[src/rtl/traffic_lights_pkg.sv]
// Shared types for the traffic light and its command sequencer:
// command codes, sequencer states and the light's time-register limits.
package traffic_lights_pkg;

    typedef enum logic [2:0] {
        CMD_ON         = 3'd0,
        CMD_OFF        = 3'd1,
        CMD_SERVICE    = 3'd2,
        CMD_SET_GREEN  = 3'd3,
        CMD_SET_RED    = 3'd4,
        CMD_SET_YELLOW = 3'd5
    } cmd_e;

    typedef enum logic [2:0] {
        SEQ_IDLE,
        SEQ_SERVICE,
        SEQ_SET_GREEN,
        SEQ_SET_RED,
        SEQ_SET_YELLOW,
        SEQ_START,
        SEQ_SINGLE,
        SEQ_GAP
    } seq_state_e;

    // Light time registers are 15 bits of 2 kHz ticks.
    localparam int unsigned TL_TIME_W      = 15;
    localparam int unsigned TL_TIME_MAX_MS = ((1 << TL_TIME_W) - 1) / 2;

endpackage

[src/rtl/traffic_cmd_sequencer.sv]
// Command sequencer/arbiter in front of traffic_lights: turns a full timing
// config and on/off pulses into single-cycle cmd strobes for the light.
// Ports: clk_0m002/arst_n_i clock and async active-low reset;
//   cfg_val_i/cfg_ready_o + cfg_{green,red,yellow}_ms_i config handshake;
//   on_req_i/off_req_i request pulses; cmd_type_o/cmd_val_o/cmd_data_o to
//   the light; busy_o sequence in progress; err_o config rejected.
// Optional macro TRAFFIC_SEQ_RANGE_CHECK_EN: reject out-of-range configs.
module traffic_cmd_sequencer
    import traffic_lights_pkg::*;
#(
    parameter int unsigned CMD_GAP_CLK = 1,
    parameter int unsigned MIN_TIME_MS = 1,
    parameter int unsigned MAX_TIME_MS = 16383
) (
    input  logic        clk_0m002,
    input  logic        arst_n_i,
    input  logic        cfg_val_i,
    output logic        cfg_ready_o,
    input  logic [15:0] cfg_green_ms_i,
    input  logic [15:0] cfg_red_ms_i,
    input  logic [15:0] cfg_yellow_ms_i,
    input  logic        on_req_i,
    input  logic        off_req_i,
    output logic [2:0]  cmd_type_o,
    output logic        cmd_val_o,
    output logic [15:0] cmd_data_o,
    output logic        busy_o,
    output logic        err_o
);

    if (MIN_TIME_MS == 0 || MAX_TIME_MS > TL_TIME_MAX_MS ||
        MIN_TIME_MS > MAX_TIME_MS) begin : g_bad_param
        $error("traffic_cmd_sequencer: illegal time range");
    end

    localparam logic [15:0] GAP_LAST =
        (CMD_GAP_CLK == 0) ? 16'd0 : 16'(CMD_GAP_CLK - 1);

    seq_state_e  state_q, state_d;
    seq_state_e  ret_q, ret_d;
    logic [15:0] gap_q, gap_d;
    logic [15:0] green_q, green_d;
    logic [15:0] red_q, red_d;
    logic [15:0] yellow_q, yellow_d;
    cmd_e        single_q, single_d;
    logic        off_pend_q, off_pend_d;
    logic        on_pend_q, on_pend_d;
    logic        err_d;
    logic        cfg_bad;
    logic        adv;
    seq_state_e  adv_to;
    logic        off_any;
    logic        on_any;

`ifdef TRAFFIC_SEQ_RANGE_CHECK_EN
    logic err_q;

    function automatic logic out_of_range(input logic [15:0] v);
        return (32'(v) < MIN_TIME_MS) || (32'(v) > MAX_TIME_MS);
    endfunction

    assign cfg_bad = out_of_range(cfg_green_ms_i) |
                     out_of_range(cfg_red_ms_i) |
                     out_of_range(cfg_yellow_ms_i);
    assign err_o   = err_q;

    always_ff @(posedge clk_0m002 or negedge arst_n_i) begin
        if (!arst_n_i) err_q <= 1'b0;
        else           err_q <= err_d;
    end
`else
    assign cfg_bad = 1'b0;
    assign err_o   = 1'b0;
`endif

    assign off_any = off_req_i | off_pend_q;
    assign on_any  = on_req_i | on_pend_q;
    assign busy_o  = (state_q != SEQ_IDLE);

    always_comb begin
        state_d     = state_q;
        ret_d       = ret_q;
        gap_d       = gap_q;
        green_d     = green_q;
        red_d       = red_q;
        yellow_d    = yellow_q;
        single_d    = single_q;
        off_pend_d  = off_pend_q;
        on_pend_d   = on_pend_q;
        err_d       = 1'b0;
        adv         = 1'b0;
        adv_to      = SEQ_IDLE;
        cfg_ready_o = 1'b0;
        cmd_val_o   = 1'b0;
        cmd_type_o  = CMD_ON;
        cmd_data_o  = 16'd0;

        // Requests while busy are remembered and served back in IDLE.
        if (state_q != SEQ_IDLE) begin
            if (off_req_i) off_pend_d = 1'b1;
            if (on_req_i)  on_pend_d  = 1'b1;
        end

        unique case (state_q)
            SEQ_IDLE: begin
                cfg_ready_o = !off_any;
                if (off_any) begin
                    state_d    = SEQ_SINGLE;
                    single_d   = CMD_OFF;
                    off_pend_d = 1'b0;
                    on_pend_d  = 1'b0;
                end else if (cfg_val_i) begin
                    // An on pulse losing to the config is kept for later.
                    if (on_req_i) on_pend_d = 1'b1;
                    if (cfg_bad) begin
                        err_d = 1'b1;
                    end else begin
                        green_d  = cfg_green_ms_i;
                        red_d    = cfg_red_ms_i;
                        yellow_d = cfg_yellow_ms_i;
                        state_d  = SEQ_SERVICE;
                    end
                end else if (on_any) begin
                    state_d   = SEQ_SINGLE;
                    single_d  = CMD_ON;
                    on_pend_d = 1'b0;
                end
            end
            SEQ_SERVICE: begin
                cmd_val_o  = 1'b1;
                cmd_type_o = CMD_SERVICE;
                adv        = 1'b1;
                adv_to     = SEQ_SET_GREEN;
            end
            SEQ_SET_GREEN: begin
                cmd_val_o  = 1'b1;
                cmd_type_o = CMD_SET_GREEN;
                cmd_data_o = green_q;
                adv        = 1'b1;
                adv_to     = SEQ_SET_RED;
            end
            SEQ_SET_RED: begin
                cmd_val_o  = 1'b1;
                cmd_type_o = CMD_SET_RED;
                cmd_data_o = red_q;
                adv        = 1'b1;
                adv_to     = SEQ_SET_YELLOW;
            end
            SEQ_SET_YELLOW: begin
                cmd_val_o  = 1'b1;
                cmd_type_o = CMD_SET_YELLOW;
                cmd_data_o = yellow_q;
                adv        = 1'b1;
                adv_to     = SEQ_START;
            end
            SEQ_START: begin
                cmd_val_o  = 1'b1;
                cmd_type_o = CMD_ON;
                adv        = 1'b1;
                adv_to     = SEQ_IDLE;
            end
            SEQ_SINGLE: begin
                cmd_val_o  = 1'b1;
                cmd_type_o = single_q;
                adv        = 1'b1;
                adv_to     = SEQ_IDLE;
            end
            SEQ_GAP: begin
                if (gap_q == 16'd0) state_d = ret_q;
                else                gap_d   = gap_q - 16'd1;
            end
            default: state_d = SEQ_IDLE;
        endcase

        // Every command is followed by the gap; a zero gap skips it.
        if (adv) begin
            if (CMD_GAP_CLK == 0) begin
                state_d = adv_to;
            end else begin
                state_d = SEQ_GAP;
                ret_d   = adv_to;
                gap_d   = GAP_LAST;
            end
        end
    end

    always_ff @(posedge clk_0m002 or negedge arst_n_i) begin
        if (!arst_n_i) begin
            state_q    <= SEQ_IDLE;
            ret_q      <= SEQ_IDLE;
            gap_q      <= 16'd0;
            green_q    <= 16'd0;
            red_q      <= 16'd0;
            yellow_q   <= 16'd0;
            single_q   <= CMD_ON;
            off_pend_q <= 1'b0;
            on_pend_q  <= 1'b0;
        end else begin
            state_q    <= state_d;
            ret_q      <= ret_d;
            gap_q      <= gap_d;
            green_q    <= green_d;
            red_q      <= red_d;
            yellow_q   <= yellow_d;
            single_q   <= single_d;
            off_pend_q <= off_pend_d;
            on_pend_q  <= on_pend_d;
        end
    end

endmodule

[config.mk]
export PLATFORM = sky130hd
export DESIGN_NAME = traffic_cmd_sequencer
export DESIGN_NICKNAME = d
export VERILOG_FILES = /design/src/rtl/traffic_lights_pkg.sv /design/src/rtl/traffic_cmd_sequencer.sv
export SDC_FILE = /design/constraint.sdc
export NUM_CORES = 1
export LEC_CHECK = 0
export ABC_CLOCK_PERIOD_IN_PS = 3300
export CORE_MARGIN = 5
export CORE_UTILIZATION = 45
export CTS_CLUSTER_SIZE = 14
export DETAILED_ROUTE_END_ITERATION = 10
export GPL_TIMING_DRIVEN = 0
export PLACE_DENSITY = 0.68
export SLEW_MARGIN = 10
export SYNTH_ARGS = -nofsm -noshare
export SYNTH_HDL_FRONTEND = slang
export SYNTH_SLANG_ARGS = --single-unit
[constraint.sdc]
create_clock -name clk_0m002 -period 3.3 [get_ports clk_0m002]
set_input_delay 0.99 -clock clk_0m002 [delete_from_list [all_inputs] [get_ports clk_0m002]]
set_output_delay 0.99 -clock clk_0m002 [all_outputs]
set_load 0.02 [all_outputs]
# == Word level (Yosys, flattened, before mapping) ==
# Index checks and enable logic that the tools add are counted.
# classes
n_addsub,1
n_eq_ne,11
muxes,28
bitwise_logic,3
reduce_logical,12
# ops
op,n
16-bit 2-to-1 mux,3
16-bit case mux with 3 select lines,1
3-bit 2-to-1 mux,8
16-bit logical NOT,1
16-bit by 1-bit subtractor with 16-bit output (second input constant),1
3-bit case mux with 5 select lines,1
1-bit 2-to-1 mux,13
3-bit == test (second input constant),4
3-bit case mux with 4 select lines,1
3-bit AND reduction,3
3-bit by 2-bit == test with 1-bit output (second input constant),2
3-bit case mux with 2 select lines,1
3-bit nonzero test,2
6-bit OR reduction,1
5-bit inequality test (second input constant),1
2-bit nonzero test,2
3-bit by 1-bit == test with 1-bit output (second input constant),1
3-bit logical NOT,1
3-bit inequality test (second input constant),1
2-bit by 1-bit inequality test with 1-bit output (second input constant),1
2-bit inequality test (second input constant),1
1-bit OR,2
2-bit AND reduction,1
1-bit logical NOT,1
1-bit NOT,1
# word_totals
reg_bits,75
input_bits,53
out_inout_bits,23
elab_cells,64

# == Logic depth before layout (Yosys ltp) ==
# Gate-level depths: netlist of run 1.
# depth
word_depth,6
mapped_depth,9
ltp_nobuf,8

# == Least setup slack after synthesis of run 1 ==
# No wires, ideal clock.
# synth_path
path_kind,register -> output
from,register state_q[0]
to,output cmd_val_o
arrival_time_ps,1786
required_ps,2310
setup_slack_ps,524
stages_incl_launch_ff,8
n_path_buf,2
path_cell_list,dfrtp_1 > inv_1 > ha_1 > and2_1 > clkbuf_1 > nor3_2 > inv_2 > clkbuf_1
# synth_between
elab_chain_len,3
word_cells_on_any_way,8
cone_classes,eq/ne (6); mux (1); reduce/logical (1)
# synth_rtl
item,line_no,rtl
"start, declared",traffic_cmd_sequencer.sv:39,"seq_state_e state_q, state_d;"
"start signal, assigned",traffic_cmd_sequencer.sv:199,state_q <= state_d;
3-bit == test (tied with other cells),traffic_cmd_sequencer.sv:104,unique case (state_q)
6-bit OR reduction (no source line) *,-,
1-bit 2-to-1 mux *,traffic_cmd_sequencer.sv:104,
"end, declared",traffic_cmd_sequencer.sv:25,"output logic cmd_val_o,"
# Every way passes the cells marked *; elsewhere a longest branch is shown, timed or not.

# == Worst setup path in the final report of run 1 ==
# layout_path
from,register state_q[0]
to,output cmd_data_o[4]
# layout_between
elab_chain_len,2
word_cells_on_any_way,4
cone_classes,eq/ne (3); mux (1)
# layout_rtl
item,line_no,rtl
3-bit == test or 3-bit by 2-bit == test with 1-bit output (tied branches),traffic_cmd_sequencer.sv:104,
16-bit case mux with 3 select lines *,traffic_cmd_sequencer.sv:104,
"end, declared",traffic_cmd_sequencer.sv:26,"output logic [15:0] cmd_data_o,"
# Marks and branches as above.

==> results of run 1 <==
[worst paths after layout]
check,start,to,slack (ps),cells after the start
setup / recovery,state_q[0],cmd_data_o[4],130,8
hold / removal,ret_q[1],ret_q[1],480,2
setup reg to reg,state_q[0],green_q[11],1160,7
hold reg to reg,ret_q[1],ret_q[1],480,2
max in group asynchronous,arst_n_i,gap_q[3],2230,2
min in group asynchronous,arst_n_i,gap_q[12],520,1
[registers in the layout (all words and copies together), names as in the netlist, 3 cells and up]
name,count
red_q,16
gap_q,16
ret_q,3
green_q,16
yellow_q,16
state_q,3
[routing by layer]
metal | vias up | wire, um | global-route usage (%)
li1 | 1258 | - | -
met1 | 1230 | 3530 | 22.4
met2 | 61 | 3610 | 27.0
met3 | 9 | 455 | 5.21
met4 | 0 | 106 | 6.39
met5 | - | 0 | 0
[through the flow]
step           cells  area (sq um)  setup slack [ps]  setup TNS (ps)  utilization, %
6_report         501          4630               129               0            60.9
5_1_grt          501          4630              2.68               0            60.9
2_1_floorplan    308          3470               524               0               -
3_5_place_dp     485          4370              -562           -5230            57.4
3_3_place_gp     484          4340             -1350         -102820            57.1
4_1_cts          501          4620              1.56               0            60.7
[cell families after synthesis]
logic type      count (synthesis)  synth area share, %
xor+xnor                       12                 3.02
simple gates                  100                 14.4
compound gates                 49                 10.1
mux                            48                 15.6
buf+inv                        20                 2.41
flops                          73                 52.6
fa+ha+maj                       5                 1.80
other cells                     1                0.108
[cell usage in the layout, fill, tap and decap left out, types with 4 or more instances in the layout]
master and n:
ha_1 4, clkbuf_8 11, buf_2 4, inv_1 5, a22oi_1 16, o21ai_0 8, mux2_2 48, nor4_1 4
a21oi_1 7, nand3_1 5, buf_4 5, nor2_1 22, dlygate4sd2_1 13, xnor2_1 12, dfrtp_1 71, clkdlybuf4s50_1 53
nand2_1 43, nor3_1 5, or3_1 4
[what timing repair did]
item,CTS,global route
cloned,0,0
resized for setup,33,12
setup buffers,2,0
hold endpoints to repair,0,0
hold buffers,0,0
pin swaps,2,0
setup endpoints to repair,20,12
[where the power goes]
part | internal (mW) | switching, mW | total (mW) | leakage, nW
combinational | 0.310 | 0.431 | 0.741 | 1.16
sequential | 0.966 | 0.0464 | 1.01 | 0.966
clock | 0.449 | 0.344 | 0.793 | 0.116
[critical path, stage by stage, from the launching register on]
cell and delay [ps]:
dfrtp_2 440, inv_1 120, ha_1 220, nor2b_1 140
clkbuf_4 220, clkbuf_8 200, a22oi_1 80, nand2_1 80
dlygate4sd2_1 340
[area by class of cell]
cell class              count  area [sq um]  share of cell area, %
well taps                 102           128                   2.76
clock inverters             6          91.3                   1.97
clock buffers              10           138                   2.97
plain buffers              12          78.8                   1.70
inverters                   6          22.5                  0.486
repair buffers             77           762                   16.5
multi-input cells         215          1580                   34.1
flip-flops and latches     73          1830                   39.5
==> qor.txt, run 1 <==
Main synth FF type: dfrtp_1
Fmax: 315 MHz
Largest area contributor in the netlist: dfrtp_1
Top cell type's share of synthesized area: 52.6%
Overall Power: 2.55 mW
Setup Crit Path Kind: register to primary output
Post-synth EDFFs: 0
DRT antenna net count: 0
Avg Inst Size Synth: 11.3 sq um
Die W: 97.9 um
Root Driver: clkbuf_8
Crit-path max FO: 10
# fillers: 634
Ys async rst share: 100%
Die Area: 9580 sq um
Synth Net Count: 366
Antenna violations before repair: 0
Clk sinks: 73
Core area: 7610 sq um
PD cells: 550 nW/um^2
P_leak: 2.24 nW
Worst Setup End Kind: primary output
Vias/cell: 5.11
CP required: 2310 ps
Most frequent cell after synthesis: dfrtp_1
Peak supply drop: 0.279 mV
ANT cells: 0
Final Max Slew Viols: 0
Status: finished clean
Arrival time worst endpoint: 2180 ps
Synth warn: 0
Residual DRC count: 0
Register area share after synthesis: 52.6%
Cell count after synthesis: 308
Unrepaired setup endpoints after global routing: false
Final #Nets: 452
Quantity of I/O buffers inserted on ports: 74
H-tree depth: 3
Row count: 32
Top cells by area, synth: dfrtp_1, mux2_2, nand2_1
Clock skew: 9.38 ps
Initial Utilization: 45.7%
Commonest cells post-synth: dfrtp_1, mux2_2, nand2_1
CP Launch Type: register
Mapped cell area: 3470 sq um
Die Height: 97.9 um
Number of global-route vias before repair: 2692
Clock buffer depth: 2
Final hold violations: 0
Fin crit share: 96.1%
Drt pass-1 iters: 4
CTS clk-pin slew, worst paths: 70 ps
Worst rel slew slack: 57.4%
Largest net degree at the start of global routing: 55
Share of layout cells above drive strength 1: 24.3%
CTS tree: yes
Final setup fails: 0
DRT iter0 DRCs: 70
Number of top-level pins: 76
Tmin final: 3170 ps
GRT overflow: 0
TritonCTS Buffers: 9
WHS: 479 ps
DR vias: 2558
Routability Congestion: 0.824
Netlist cell types: 44
Detailed Place HPWL: 5650 um
First-pass GRT wire length: 13200 um
Final WL: 7700 um
Average wire per cell in the routed design: 15.4 um
All-Layer GR Usage: 17.1%
Maximum Capacitance Violations: 0
Post-synthesis sequential element count: 73
Worst-margin pin slew: 639 ps
Skew-Pair Late Insertion Delay: 340 ps
Synth-to-layout area growth: 33.2%
Worst hold-check path type: register to register
(Power assumes the default switching activity.)
==> inputs of run 2 (changes only) <==
- SETUP_SLACK_MARGIN: not set -> 0.02
==> qor.txt, run 2 (same netlist as run 1, synthesis figures left out) <==
Status: finished clean (unchanged)
CP Launch Type: register (unchanged)
Worst r2r dst: state_q[1] (was green_q[11])
Final worst slack: 147 ps (was 129 ps)
H-tree depth: 3 (unchanged)
Cts hold-fix bufs: 0 (unchanged)
Arrival time worst endpoint: 2160 ps (was 2180 ps)
Peak supply drop: 0.279 mV (about the same)
Setup Crit Path Kind: register to primary output (unchanged)
ANT cells: 0 (unchanged)
Most frequent cells in the layout: dfrtp_1, clkdlybuf4s50_1, mux2_2, nand2_1, nor2_1 (unchanged)
Overall Power: 2.54 mW (was 2.55 mW)
Worst Setup End Kind: primary output (unchanged)
FF-to-FF Start: gap_q[13] (was state_q[0])
PD cells: 551 nW/um^2 (was 550 nW/um^2)
Share of layout cells above drive strength 1: 24.8% (was 24.3%)
Root Driver: clkbuf_8 (unchanged)
DRT antenna net count: 0 (unchanged)
GRT overflow: 0 (unchanged)
Die Height: 97.9 um (unchanged)
Setup TNS: 0 ps (unchanged)
DRT iter0 DRCs: 72 (was 70)
Largest net degree at the start of global routing: 55 (unchanged)
Antenna violations before repair: 0 (unchanged)
Post-route cell area: 4620 sq um (was 4630 sq um)
Crit. Startpoint: state_q[0] (unchanged)
Die Area: 9580 sq um (unchanged)
CTS clk-pin slew, worst paths: 80 ps (was 70 ps)
Row count: 32 (unchanged)
P_leak: 2.20 nW (was 2.24 nW)
Number of global-route vias before repair: 2692 (unchanged)
Average wire per cell in the routed design: 15.4 um (about the same)
Quantity of I/O buffers inserted on ports: 74 (unchanged)
First-pass GRT wire length: 13200 um (unchanged)
Residual DRC count: 0 (unchanged)
Die W: 97.9 um (unchanged)
Synth-to-layout area growth: 32.8% (was 33.2%)
Vias/cell: 5.11 (about the same)
Maximum Capacitance Violations: 0 (unchanged)
Routability Congestion: 0.824 (unchanged)
Reg2reg setup slack: 1160 ps (about the same)
Commonest non-fill, non-tap cell in the layout: dfrtp_1 (unchanged)
Core area: 7610 sq um (unchanged)
Placed Instances: 485 (unchanged)
Utilization of the core after routing: 60.7% (was 60.9%)
Skew-Pair Late Insertion Delay: 340 ps (about the same)
Final Max Slew Viols: 0 (unchanged)
CP required: 2310 ps (about the same)
Worst r2r path cells: 5 (was 7)
Number of top-level pins: 76 (unchanged)
Initial Utilization: 45.7% (unchanged)
Fin crit share: 95.5% (was 96.1%)
Drt pass-1 iters: 5 (was 4)
Worst hold-check path type: register to register (unchanged)
Placed instance area: 4370 sq um (unchanged)
Unrepaired setup endpoints after global routing: true (was false)
Clock buffer depth: 2 (unchanged)
Crit-path max FO: 10 (unchanged)
All-Layer GR Usage: 17.1% (unchanged)
Final #Nets: 452 (unchanged)
Final setup fails: 0 (unchanged)
Worst slack, placed: -562 ps (unchanged)
CTS tree: yes (unchanged)
Clk sinks: 73 (unchanged)
Clock skew: 9.36 ps (was 9.38 ps)
Worst rel slew slack: 56.8% (was 57.4%)
# fillers: 633 (was 634)
Final hold violations: 0 (unchanged)
TritonCTS Buffers: 9 (unchanged)
Fin cells: 501 (unchanged)
Worst setup endpoint: cmd_data_o[5] (was cmd_data_o[4])
Tmin final: 3150 ps (was 3170 ps)
WHS: 479 ps (about the same)
Final WL: 7700 um (about the same)
Fmax: 317 MHz (was 315 MHz)
Worst-margin pin slew: 647 ps (was 639 ps)
Detailed Place HPWL: 5650 um (unchanged)
DR vias: 2561 (was 2558)
[run 2: changes by cell type in the layout (fill, tap and decap cells not counted)]
cell,delta
clkbuf_2,+2
clkdlybuf4s15_1,+1
dlymetal6s2s_1,-2
dlygate4sd2_1,-1
[run 2: worst min path at each step]
stage | start | endpoint | depth (start not counted)
2_1_floorplan | ret_q[0] | ret_q[0] | 2
3_3_place_gp | ret_q[1] | ret_q[1] | 2
3_5_place_dp | ret_q[1] | ret_q[1] | 2
4_1_cts | ret_q[1] | ret_q[1] | 2
5_1_grt | ret_q[1] | ret_q[1] | 2
6_report | ret_q[1] | ret_q[1] | 2
[run 2: area by class of cell]
class	instances	area (sq um)	share of cell area, %
Clock buffer	10	138	2.98
Multi-Input combinational cell	215	1580	34.2
Sequential cell	73	1830	39.6
Buffer	12	78.8	1.71
Clock inverter	6	91.3	1.98
Timing Repair Buffer	77	748	16.2
Inverter	6	22.5	0.488
Tap cell	102	128	2.76
[run 2: timing repair]
action                                  CTS  global route
endpoints found under the setup margin   20            11
setup buffers                             2             0
pin swaps                                 2             0
endpoints found under the hold margin     0             0
resized for setup                        35            15
[run 2: worst max-delay path: stages, from the launching register on]
cell and delay [ps]:
dfrtp_2 440, inv_1 120, ha_1 220, nor2b_1 140, clkbuf_4 220, clkbuf_8 200, a22oi_1 70, nand2_1 70
dlygate4sd2_1 330
[run 2: per-layer routing]
layer | global-route usage (%) | part of all wire (%) | up-vias
met1 | 22.4 | 46 | 1234
met2 | 27.0 | 47 | 60
met4 | 6.39 | 1.4 | 0
met3 | 5.21 | 5.7 | 9
li1 | - | - | 1258
met5 | 0 | 0 | -
[run 2: report_power, final]
| group | internal [mW] | total, mW | switching, mW |
|---|---|---|---|
| Combinational | 0.308 | 0.738 | 0.429 |
| Clock | 0.449 | 0.793 | 0.344 |
| Sequential | 0.966 | 1.01 | 0.0465 |
| Total | 1.72 | 2.54 | 0.819 |
==> inputs of run 3 (changes only) <==
- CAP_MARGIN: not set -> 20
- CTS_BUF_LIST: not set -> sky130_fd_sc_hd__clkbuf_8
==> results of run 3 <==
Final layout, timing and power as in run 2 (identical DEF).
